File: config.mk
export PLATFORM = sky130hd
export DESIGN_NAME = seq_div_8x4_flat
export DESIGN_NICKNAME = d
export VERILOG_FILES = /design/src/rtl/seq_div_8x4_if.sv /design/src/rtl/seq_div_8x4.sv /design/src/flat_wrapper.sv
export SDC_FILE = /design/constraint.sdc
export NUM_CORES = 1
export LEC_CHECK = 0
export ABC_CLOCK_PERIOD_IN_PS = 1600
export BUFFER_PORTS_ARGS = -buffer_cell sky130_fd_sc_hd__buf_2
export CORE_ASPECT_RATIO = 0.75
export CORE_MARGIN = 5
export CORE_UTILIZATION = 47
export CTS_CLUSTER_SIZE = 24
export DETAILED_ROUTE_END_ITERATION = 16
export HOLD_SLACK_MARGIN = 0.12
export PLACE_DENSITY = 0.75
export SKIP_CTS_REPAIR_TIMING = 1
export SYNTH_ARGS = -nofsm -noshare
export SYNTH_HDL_FRONTEND = slang
export SYNTH_SLANG_ARGS = --single-unit
File: constraint.sdc
create_clock -name clk -period 1.6 [get_ports clk]
set_input_delay 0.32 -clock clk [delete_from_list [all_inputs] [get_ports clk]]
set_output_delay 0.32 -clock clk [all_outputs]
set_load 0.01 [all_outputs]
File: src/rtl/seq_div_8x4_if.sv
// Operand/result handshake bundle for the sequential 8x4 divider.
// The master side drives operands and consumes results; the slave side is the divider.
interface seq_div_8x4_if #(
    parameter int unsigned DW = 8,
    parameter int unsigned VW = 4
);
    logic          in_valid;
    logic          in_ready;
    logic [DW-1:0] dividend;
    logic [VW-1:0] divisor;
    logic          out_valid;
    logic          out_ready;
    logic [DW-1:0] quotient;
    logic [VW-1:0] remainder;
    logic          div_by_zero;

    modport master (
        output in_valid, dividend, divisor, out_ready,
        input  in_ready, out_valid, quotient, remainder, div_by_zero
    );

    modport slave (
        input  in_valid, dividend, divisor, out_ready,
        output in_ready, out_valid, quotient, remainder, div_by_zero
    );
endinterface

File: src/rtl/seq_div_8x4.sv
// Sequential restoring divider: DW-bit dividend by VW-bit divisor, one quotient bit per clock.
// Divide-by-zero bypasses the iteration and reports all-ones quotient with the low dividend bits.
module seq_div_8x4 #(
    parameter int unsigned DW = 8,
    parameter int unsigned VW = 4
) (
    input  logic          clk,
    input  logic          rst_n,
    seq_div_8x4_if.slave  bus_io
);
    localparam int unsigned CntW = (DW > 1) ? $clog2(DW) : 1;

    typedef enum logic [1:0] {StIdle, StBusy, StDone} state_e;

    state_e          state_q, state_d;
    logic [DW-1:0]   q_q, q_d;
    logic [VW-1:0]   rem_q, rem_d;
    logic [VW-1:0]   dvs_q, dvs_d;
    logic [CntW-1:0] cnt_q, cnt_d;
    logic            dbz_q, dbz_d;
    logic            in_ready_q, in_ready_d;

    // Shifted partial remainder and trial subtraction; diff MSB is the borrow.
    logic [VW:0]     rs;
    logic [VW+1:0]   diff;
    logic            borrow;
    logic            unused_diff_msb;

    assign rs              = {rem_q, q_q[DW-1]};
    assign diff            = {1'b0, rs} - {2'b00, dvs_q};
    assign borrow          = diff[VW+1];
    // After a successful subtraction the result is below the divisor, so bit VW is always 0.
    assign unused_diff_msb = diff[VW];

    always_comb begin
        state_d = state_q;
        q_d     = q_q;
        rem_d   = rem_q;
        dvs_d   = dvs_q;
        cnt_d   = cnt_q;
        dbz_d   = dbz_q;
        unique case (state_q)
            StIdle: begin
                if (bus_io.in_valid && in_ready_q) begin
                    q_d   = bus_io.dividend;
                    dvs_d = bus_io.divisor;
                    rem_d = '0;
                    cnt_d = CntW'(DW - 1);
                    if (bus_io.divisor == '0) begin
                        state_d = StDone;
                        q_d     = '1;
                        rem_d   = bus_io.dividend[VW-1:0];
                        dbz_d   = 1'b1;
                    end else begin
                        state_d = StBusy;
                        dbz_d   = 1'b0;
                    end
                end
            end
            StBusy: begin
                q_d   = {q_q[DW-2:0], ~borrow};
                rem_d = borrow ? rs[VW-1:0] : diff[VW-1:0];
                if (cnt_q == '0) begin
                    state_d = StDone;
                end else begin
                    cnt_d = cnt_q - 1'b1;
                end
            end
            StDone: begin
                if (bus_io.out_ready) begin
                    state_d = StIdle;
                end
            end
            default: state_d = StIdle;
        endcase
        // Registered so in_ready stays low through reset and rises on the first edge after it.
        in_ready_d = (state_d == StIdle);
    end

    always_ff @(posedge clk or negedge rst_n) begin
        if (!rst_n) begin
            state_q    <= StIdle;
            q_q        <= '0;
            rem_q      <= '0;
            dvs_q      <= '0;
            cnt_q      <= '0;
            dbz_q      <= 1'b0;
            in_ready_q <= 1'b0;
        end else begin
            state_q    <= state_d;
            q_q        <= q_d;
            rem_q      <= rem_d;
            dvs_q      <= dvs_d;
            cnt_q      <= cnt_d;
            dbz_q      <= dbz_d;
            in_ready_q <= in_ready_d;
        end
    end

    assign bus_io.in_ready    = in_ready_q;
    assign bus_io.out_valid   = (state_q == StDone);
    assign bus_io.quotient    = q_q;
    assign bus_io.remainder   = rem_q;
    assign bus_io.div_by_zero = dbz_q;
endmodule

File: src/flat_wrapper.sv
// flat-port wrapper written by rule: the top's interface ports become plain ports
module seq_div_8x4_flat 
#(
    parameter int unsigned DW = 8,
    parameter int unsigned VW = 4
)
  (clk, rst_n, bus_io_in_valid, bus_io_dividend, bus_io_divisor, bus_io_out_ready, bus_io_in_ready, bus_io_out_valid, bus_io_quotient, bus_io_remainder, bus_io_div_by_zero);
  seq_div_8x4_if #(.DW(DW), .VW(VW)) bus_io_i ();
  input  logic clk;
  input  logic rst_n;
  input wire logic [$bits(bus_io_i.in_valid)-1:0] bus_io_in_valid;
  input wire logic [$bits(bus_io_i.dividend)-1:0] bus_io_dividend;
  input wire logic [$bits(bus_io_i.divisor)-1:0] bus_io_divisor;
  input wire logic [$bits(bus_io_i.out_ready)-1:0] bus_io_out_ready;
  output wire logic [$bits(bus_io_i.in_ready)-1:0] bus_io_in_ready;
  output wire logic [$bits(bus_io_i.out_valid)-1:0] bus_io_out_valid;
  output wire logic [$bits(bus_io_i.quotient)-1:0] bus_io_quotient;
  output wire logic [$bits(bus_io_i.remainder)-1:0] bus_io_remainder;
  output wire logic [$bits(bus_io_i.div_by_zero)-1:0] bus_io_div_by_zero;
  assign bus_io_i.in_valid = bus_io_in_valid;
  assign bus_io_i.dividend = bus_io_dividend;
  assign bus_io_i.divisor = bus_io_divisor;
  assign bus_io_i.out_ready = bus_io_out_ready;
  assign bus_io_in_ready = bus_io_i.in_ready;
  assign bus_io_out_valid = bus_io_i.out_valid;
  assign bus_io_quotient = bus_io_i.quotient;
  assign bus_io_remainder = bus_io_i.remainder;
  assign bus_io_div_by_zero = bus_io_i.div_by_zero;
  seq_div_8x4 #(.DW(DW), .VW(VW)) u_core (.clk(clk), .rst_n(rst_n), .bus_io(bus_io_i));
endmodule
==> flow_summary.yaml, run 1 <==
outcome:
  status: "finished with violations"
  violations: "negative setup slack"
place:
  port_buffers: 30
  hpwl_um: 2310
  gp_congestion: 0.956
  place_area_sq_um: 1490
yosys:
  postSynthCellCount: 129
  syn_area_sq_um: 1260
  synth.ff_latch_count: 23
  ys_types: 43
  avgSynthCellArea_sq_um: 9.75
  yosysWarnings: 0
  seq_area_frac_synth_pct: 45.8
  synth-edff-count: 0
  ys.flop_type: "dfrtp_1"
  postSynth.asyncResetShare_pct: 100
  syn-num-nets: 152
route:
  wirelength_um: 3500
  antenna_left: 0
  vias_per_cell: 5.52
  drcViolationCount: 0
  wl_per_cell_um: 16.3
  drtIter0Drc: 32
  vias: 1182
  dr.pass1.iters: 4
grt:
  antenna_found_initial: 0
  grt_pass1_wl_um: 5030
  grt_overflow: 0
  grt_pass1_vias: 1125
  grt_max_degree: 24
  grtUsageTotal_pct: 17.4
setup_path:
  cp_num_buf_inv: 1
  crit-reg2reg-launch: "u_core.dvs_q[2]"
  critical_path_cell_count: 6
  critPathMaxFanout: 3
  cp.arrival_ps: 1870
  end_kind: "flop"
  cp_slowest_cell: "dfrtp_1"
  critical_path_required_ps: 1800
  crit_path_start_kind: "flop"
  critPathLaunch: "u_core.dvs_q[2]"
  slowest_delay_ps: 400
  r2r_slack_ps: -70
  crit_chain: "inv_1, ha_4, o21a_1, o31a_1, o311ai_2, o211ai_1"
  critPathKind: "flop to flop"
  critPathCapture: "u_core.bus_io.remainder[1]"
  rr_worst_depth: 6
  critical-path-top-delay-family: "compound AO/OA/AOI/OAI gates"
  r2r_end: "u_core.bus_io.remainder[1]"
clock_network:
  cts_buffer_depth: 2
  cts_root_buffer: "clkbuf_4"
  numCtsBuffers: 3
  cts_tree: "yes"
  clk_pin_slew_ps: 130
  clkLatencyLatePin_ps: 320
  cts.sinks: 23
  htreeDepth: 1
floorplan:
  rows: 16
  dieArea_sq_um: 3820
  fp.dieH_um: 54.8
  fp.dieW_um: 69.7
  core_area_sq_um: 2580
  initial_core_util_pct: 48.7
  num_io_pins: 31
power:
  ir_drop_mv: 1.41
  power_leakage_nw: 0.788
  power_density_nw_per_um2: 2250
timing:
  clock_skew_ps: 3.11
  fmax_mhz: 598
  slew_violations: 0
  fin_tns_setup_ps: -91.9
  worst_pin_slew_ps: 525
  layout_min_cycle_time_ps: 1670
  max_slew_margin_pct: 65.0
  rsz0062_at_grt: "yes"
  min_period_over_period_pct: 104
  setup_viol: 2
  worst_slack_ps: -71.8
  finalHoldViolCount: 0
layout:
  area_growth_pct: 36.1
  nNetsFinal: 202
  drive_gt1_share_pct: 41.6
  design_area_sq_um: 1710
  antenna_cells: 0
job:
  max-cap-violations: 0
hold_path:
  hold_path.class: "input port to flop"
flip-flops by register name, summed over array words and instances (netlist names):
register and flops:
u_core.bus_io.div_by_zero 1, u_core.bus_io.in_ready 1, u_core.bus_io.quotient 8, u_core.bus_io.remainder 4, u_core.cnt_q 3, u_core.dvs_q 4, u_core.state_q 2
cell usage in the layout, fill, tap and decap left out, drive strengths merged:
cell type      Yosys  layout
a211o              2       2
a21oi              6       6
a22oi              1       1
a31oi              1       1
a32oi              2       2
and2b              1       1
and3               2       2
buf                4      49
clkbuf             2       3
clkdlybuf4s15      0       1
clkinv             0       1
dfrtp             23      23
dlygate4sd3        0       1
fa                 1       1
ha                 6       6
inv                7       7
mux2               2       2
mux2i              2       2
nand2              9       9
nand2b             3       3
nand3              1       1
nand4              1       1
nor2              14      14
nor2b              4       4
nor3               3       3
nor4               2       2
nor4b              1       1
nor4bb             1       1
o211ai             1       1
o21a               1       1
o21ai              9       9
o22ai              7       7
o311ai             2       2
o31a               1       1
o31ai              2       2
or2                1       1
or3                3       3
xor2               1       1
cells in the mapped netlist, types with 3 or more instances:
cell     number  area share [%]
dfrtp_1      23              46
nor2_1       13             3.9
nand2_1       9             2.7
inv_1         7             2.1
o22ai_1       7             3.5
a21oi_1       6             2.4
ha_1          6             6.0
o21ai_1       6             2.4
nor2b_1       4             2.0
nor3_1        3             1.2
o21ai_0       3             1.2
or3_1         3             1.5
layout make-up:
type	count	area (sq um)
Timing Repair Buffer	51	318
Clock buffer	3	22.5
Fill cell	219	871
Multi-Input combinational cell	93	717
Clock inverter	1	5.00
Tap cell	36	45.0
Sequential cell	23	578
Inverter	7	26.3
where the power goes:
part	internal, mW	switching [mW]
clock network	0.0937	0.187
logic	1.17	1.29
registers	0.872	0.231
total	2.13	1.71
per-layer routing:
layer / vias up / global-route usage [%] / share of wire (%) / routed length [um]
met2: 24 / 32.4 / 51 / 1790
met3: 8 / 5.50 / 4.0 / 140
met1: 582 / 19.9 / 43 / 1520
met5: - / 0 / 0 / 0
li1: 568 / - / - / -
met4: 0 / 4.78 / 1.3 / 46
cell families (layout without fill, tap and decap cells):
logic type,after synthesis,in the layout,share of synthesized area (%)
simple gates,46,46,19.4
compound gates,35,35,18.2
flops,23,23,45.8
buf+inv,13,62,4.98
fa+ha+maj,7,7,7.56
mux,4,4,3.38
xor+xnor,1,1,0.697
worst min-delay path by stage:
| stage | startpoint | to | slack, ps | cells past startpoint |
|---|---|---|---|---|
| finish | bus_io_dividend[5] | u_core.bus_io.quotient[5] | 230 | 3 |
| global route | bus_io_dividend[4] | u_core.bus_io.quotient[4] | 230 | 3 |
| CTS | rst_n | u_core.bus_io.quotient[0] | -30 | 1 |
| detailed placement | rst_n | u_core.bus_io.remainder[3] | 320 | 1 |
| global placement | rst_n | u_core.bus_io.remainder[2] | 320 | 1 |
| floorplan | rst_n | u_core.bus_io.div_by_zero | 20 | 0 |
worst register-to-register path, stage by stage, from the launching register on:
cell,delay (ps)
dfrtp_1,400
inv_1,110
ha_4,230
o21a_1,230
o31a_1,160
o311ai_2,270
o211ai_1,150
per-stage QoR:
stage | setup WS [ps] | utilization, % | hold slack (ps) | instances | power [mW]
global placement | 31.6 | 57.8 | 318 | 198 | 2.91
finish | -71.8 | 66.3 | 230 | 214 | 3.84
CTS | -89.7 | 58.8 | -29.3 | 202 | 3.27
global route | -121 | 66.3 | 225 | 214 | 4.14
floorplan | 21.8 | - | 24.4 | 129 | 2.34
detailed placement | -68.8 | 57.8 | 321 | 198 | 3.00
(Power assumes the default switching activity.)
==> inputs of run 2 (changes only) <==
--- a/config.mk
+++ b/config.mk
@@ -8,7 +8,7 @@
 export ABC_CLOCK_PERIOD_IN_PS = 1600
 export BUFFER_PORTS_ARGS = -buffer_cell sky130_fd_sc_hd__buf_2
 export CORE_ASPECT_RATIO = 0.75
-export CORE_MARGIN = 5
+export CORE_MARGIN = 2
 export CORE_UTILIZATION = 47
 export CTS_CLUSTER_SIZE = 24
 export DETAILED_ROUTE_END_ITERATION = 16
==> flow_summary.yaml, run 2 (same netlist as run 1, synthesis figures left out) <==
floorplan:
  rows: 16
  fp.dieH_um: 48.8
  num_io_pins: 31
  initial_core_util_pct: 48.7
  dieArea_sq_um: 3110
  fp.dieW_um: 63.7
  core_area_sq_um: 2580
clock_network:
  cts.sinks: 23
  numCtsBuffers: 3
  cts_buffer_depth: 2
  htreeDepth: 1
  cts_tree: "yes"
  clk_pin_slew_ps: 130
  cts_root_buffer: "clkbuf_4"
  clkLatencyLatePin_ps: 320
timing:
  finalHoldViolCount: 0
  min_period_over_period_pct: 99.4
  layout_min_cycle_time_ps: 1590
  worst_pin_slew_ps: 524
  clock_skew_ps: 3.63
  setup_viol: 0
  slew_violations: 0
  whs_ps: 231
  rsz0062_at_grt: "yes"
  fmax_mhz: 629
  max_slew_margin_pct: 65.1
setup_path:
  end_kind: "flop"
  cp.arrival_ps: 1830
  critical_path_required_ps: 1840
  rr_worst_depth: 7
  crit_path_start_kind: "flop"
  critPathKind: "flop to flop"
  r2r_end: "u_core.bus_io.remainder[2]"
  crit-reg2reg-launch: "u_core.dvs_q[1]"
  critPathMaxFanout: 3
  r2r_slack_ps: 10
layout:
  antenna_cells: 0
  final_util_pct: 62.8
  fillCellCount: 226
  drive_gt1_share_pct: 36.6
  final_common_cell: "buf_2"
  largest_reg_flops: 8
  mostFrequentLayoutCells: "buf_2 (30), dfrtp_1 (21), buf_4 (14), nor2_1 (13), nand2_1 (9)"
  nNetsFinal: 196
  area_growth_pct: 29.0
power:
  ir_drop_mv: 1.40
  power_leakage_nw: 0.744
  power_density_nw_per_um2: 2220
  power.switching_mw: 1.57
  power_frac_clock_pct: 7.8
  p_comb_share_pct: 61.3
  swShare_pct: 43.5
  power.internal_mw: 2.04
  seqPwrFrac_pct: 30.9
route:
  vias_per_cell: 5.55
  wirelength_um: 3090
  antenna_left: 0
  vias: 1155
  drtIter0Drc: 58
  drcViolationCount: 0
  wl_per_cell_um: 14.9
  dr.pass1.iters: 4
place:
  port_buffers: 30
  gp_congestion: 0.904
  hpwl_um: 2190
hold_path:
  holdPathStages: 3
  hold_path.class: "input port to flop"
  min_to: "u_core.dvs_q[1]"
  hp-start: "bus_io_divisor[1]"
outcome:
  status: "complete, no violations"
grt:
  antenna_found_initial: 0
  grt_max_degree: 24
  grt_overflow: 0
  grt_pass1_vias: 1017
  grtUsageTotal_pct: 20.5
  grt_pass1_wl_um: 5020
job:
  max-cap-violations: 0
## run 2: per-stage QoR
stage               area, sq um  TNS [ps]  total power, mW  cells  worst slack (ps)
floorplan                  1260         0             2.34    129              21.8
global placement           1500         0             2.93    199              33.4
detailed placement         1500     -6.25             3.00    199             -6.25
CTS                        1530      -104             3.29    203             -41.2
global route               1620     -94.3             3.91    208             -48.6
finish                     1620         0             3.60    208              9.52
## run 2: cell type report
class / count / area, sq um / area share [%]
Multi-Input combinational cell: 93 / 681 / 42.0
Sequential cell: 23 / 578 / 35.6
Timing Repair Buffer: 45 / 265 / 16.4
Tap cell: 36 / 45.0 / 2.78
Clock buffer: 4 / 26.3 / 1.62
Inverter: 7 / 26.3 / 1.62
## run 2: worst max path at each step
| stage | slack, ps | from | to |
|---|---|---|---|
| finish | 10 | u_core.dvs_q[1] | u_core.bus_io.remainder[2] |
| global route | -50 | u_core.dvs_q[1] | u_core.bus_io.remainder[3] |
| CTS | -40 | u_core.bus_io.remainder[0] | u_core.bus_io.remainder[3] |
| detailed placement | -6 | u_core.bus_io.remainder[0] | u_core.bus_io.remainder[1] |
| global placement | 30 | u_core.bus_io.remainder[0] | u_core.bus_io.remainder[1] |
| floorplan | 20 | u_core.bus_io.remainder[0] | u_core.bus_io.remainder[1] |
## run 2: power by group through the flow
stage | clock, mW | combinational, mW | sequential [mW]
after global placement | 0 | 1.84 | 1.09
after detailed placement | 0 | 1.90 | 1.10
after global routing | 0.309 | 2.45 | 1.16
after floorplan | 0 | 1.19 | 1.15
final | 0.281 | 2.21 | 1.11
after CTS | 0.292 | 1.91 | 1.09
## run 2: critical path, stage by stage, from the launching register on
cell	delay [ps]
dfrtp_1	400
inv_2	80
ha_4	200
nor2b_4	130
o31ai_2	260
buf_4	160
a21oi_1	60
o31ai_1	230
## run 2: layer usage
metal	vias to the layer above	share of wire, %	GRT usage, %
met5	-	0	0
met2	39	45	30.0
met4	0	1.8	3.99
li1	553	-	-
met3	7	5.4	5.31
met1	556	48	31.0
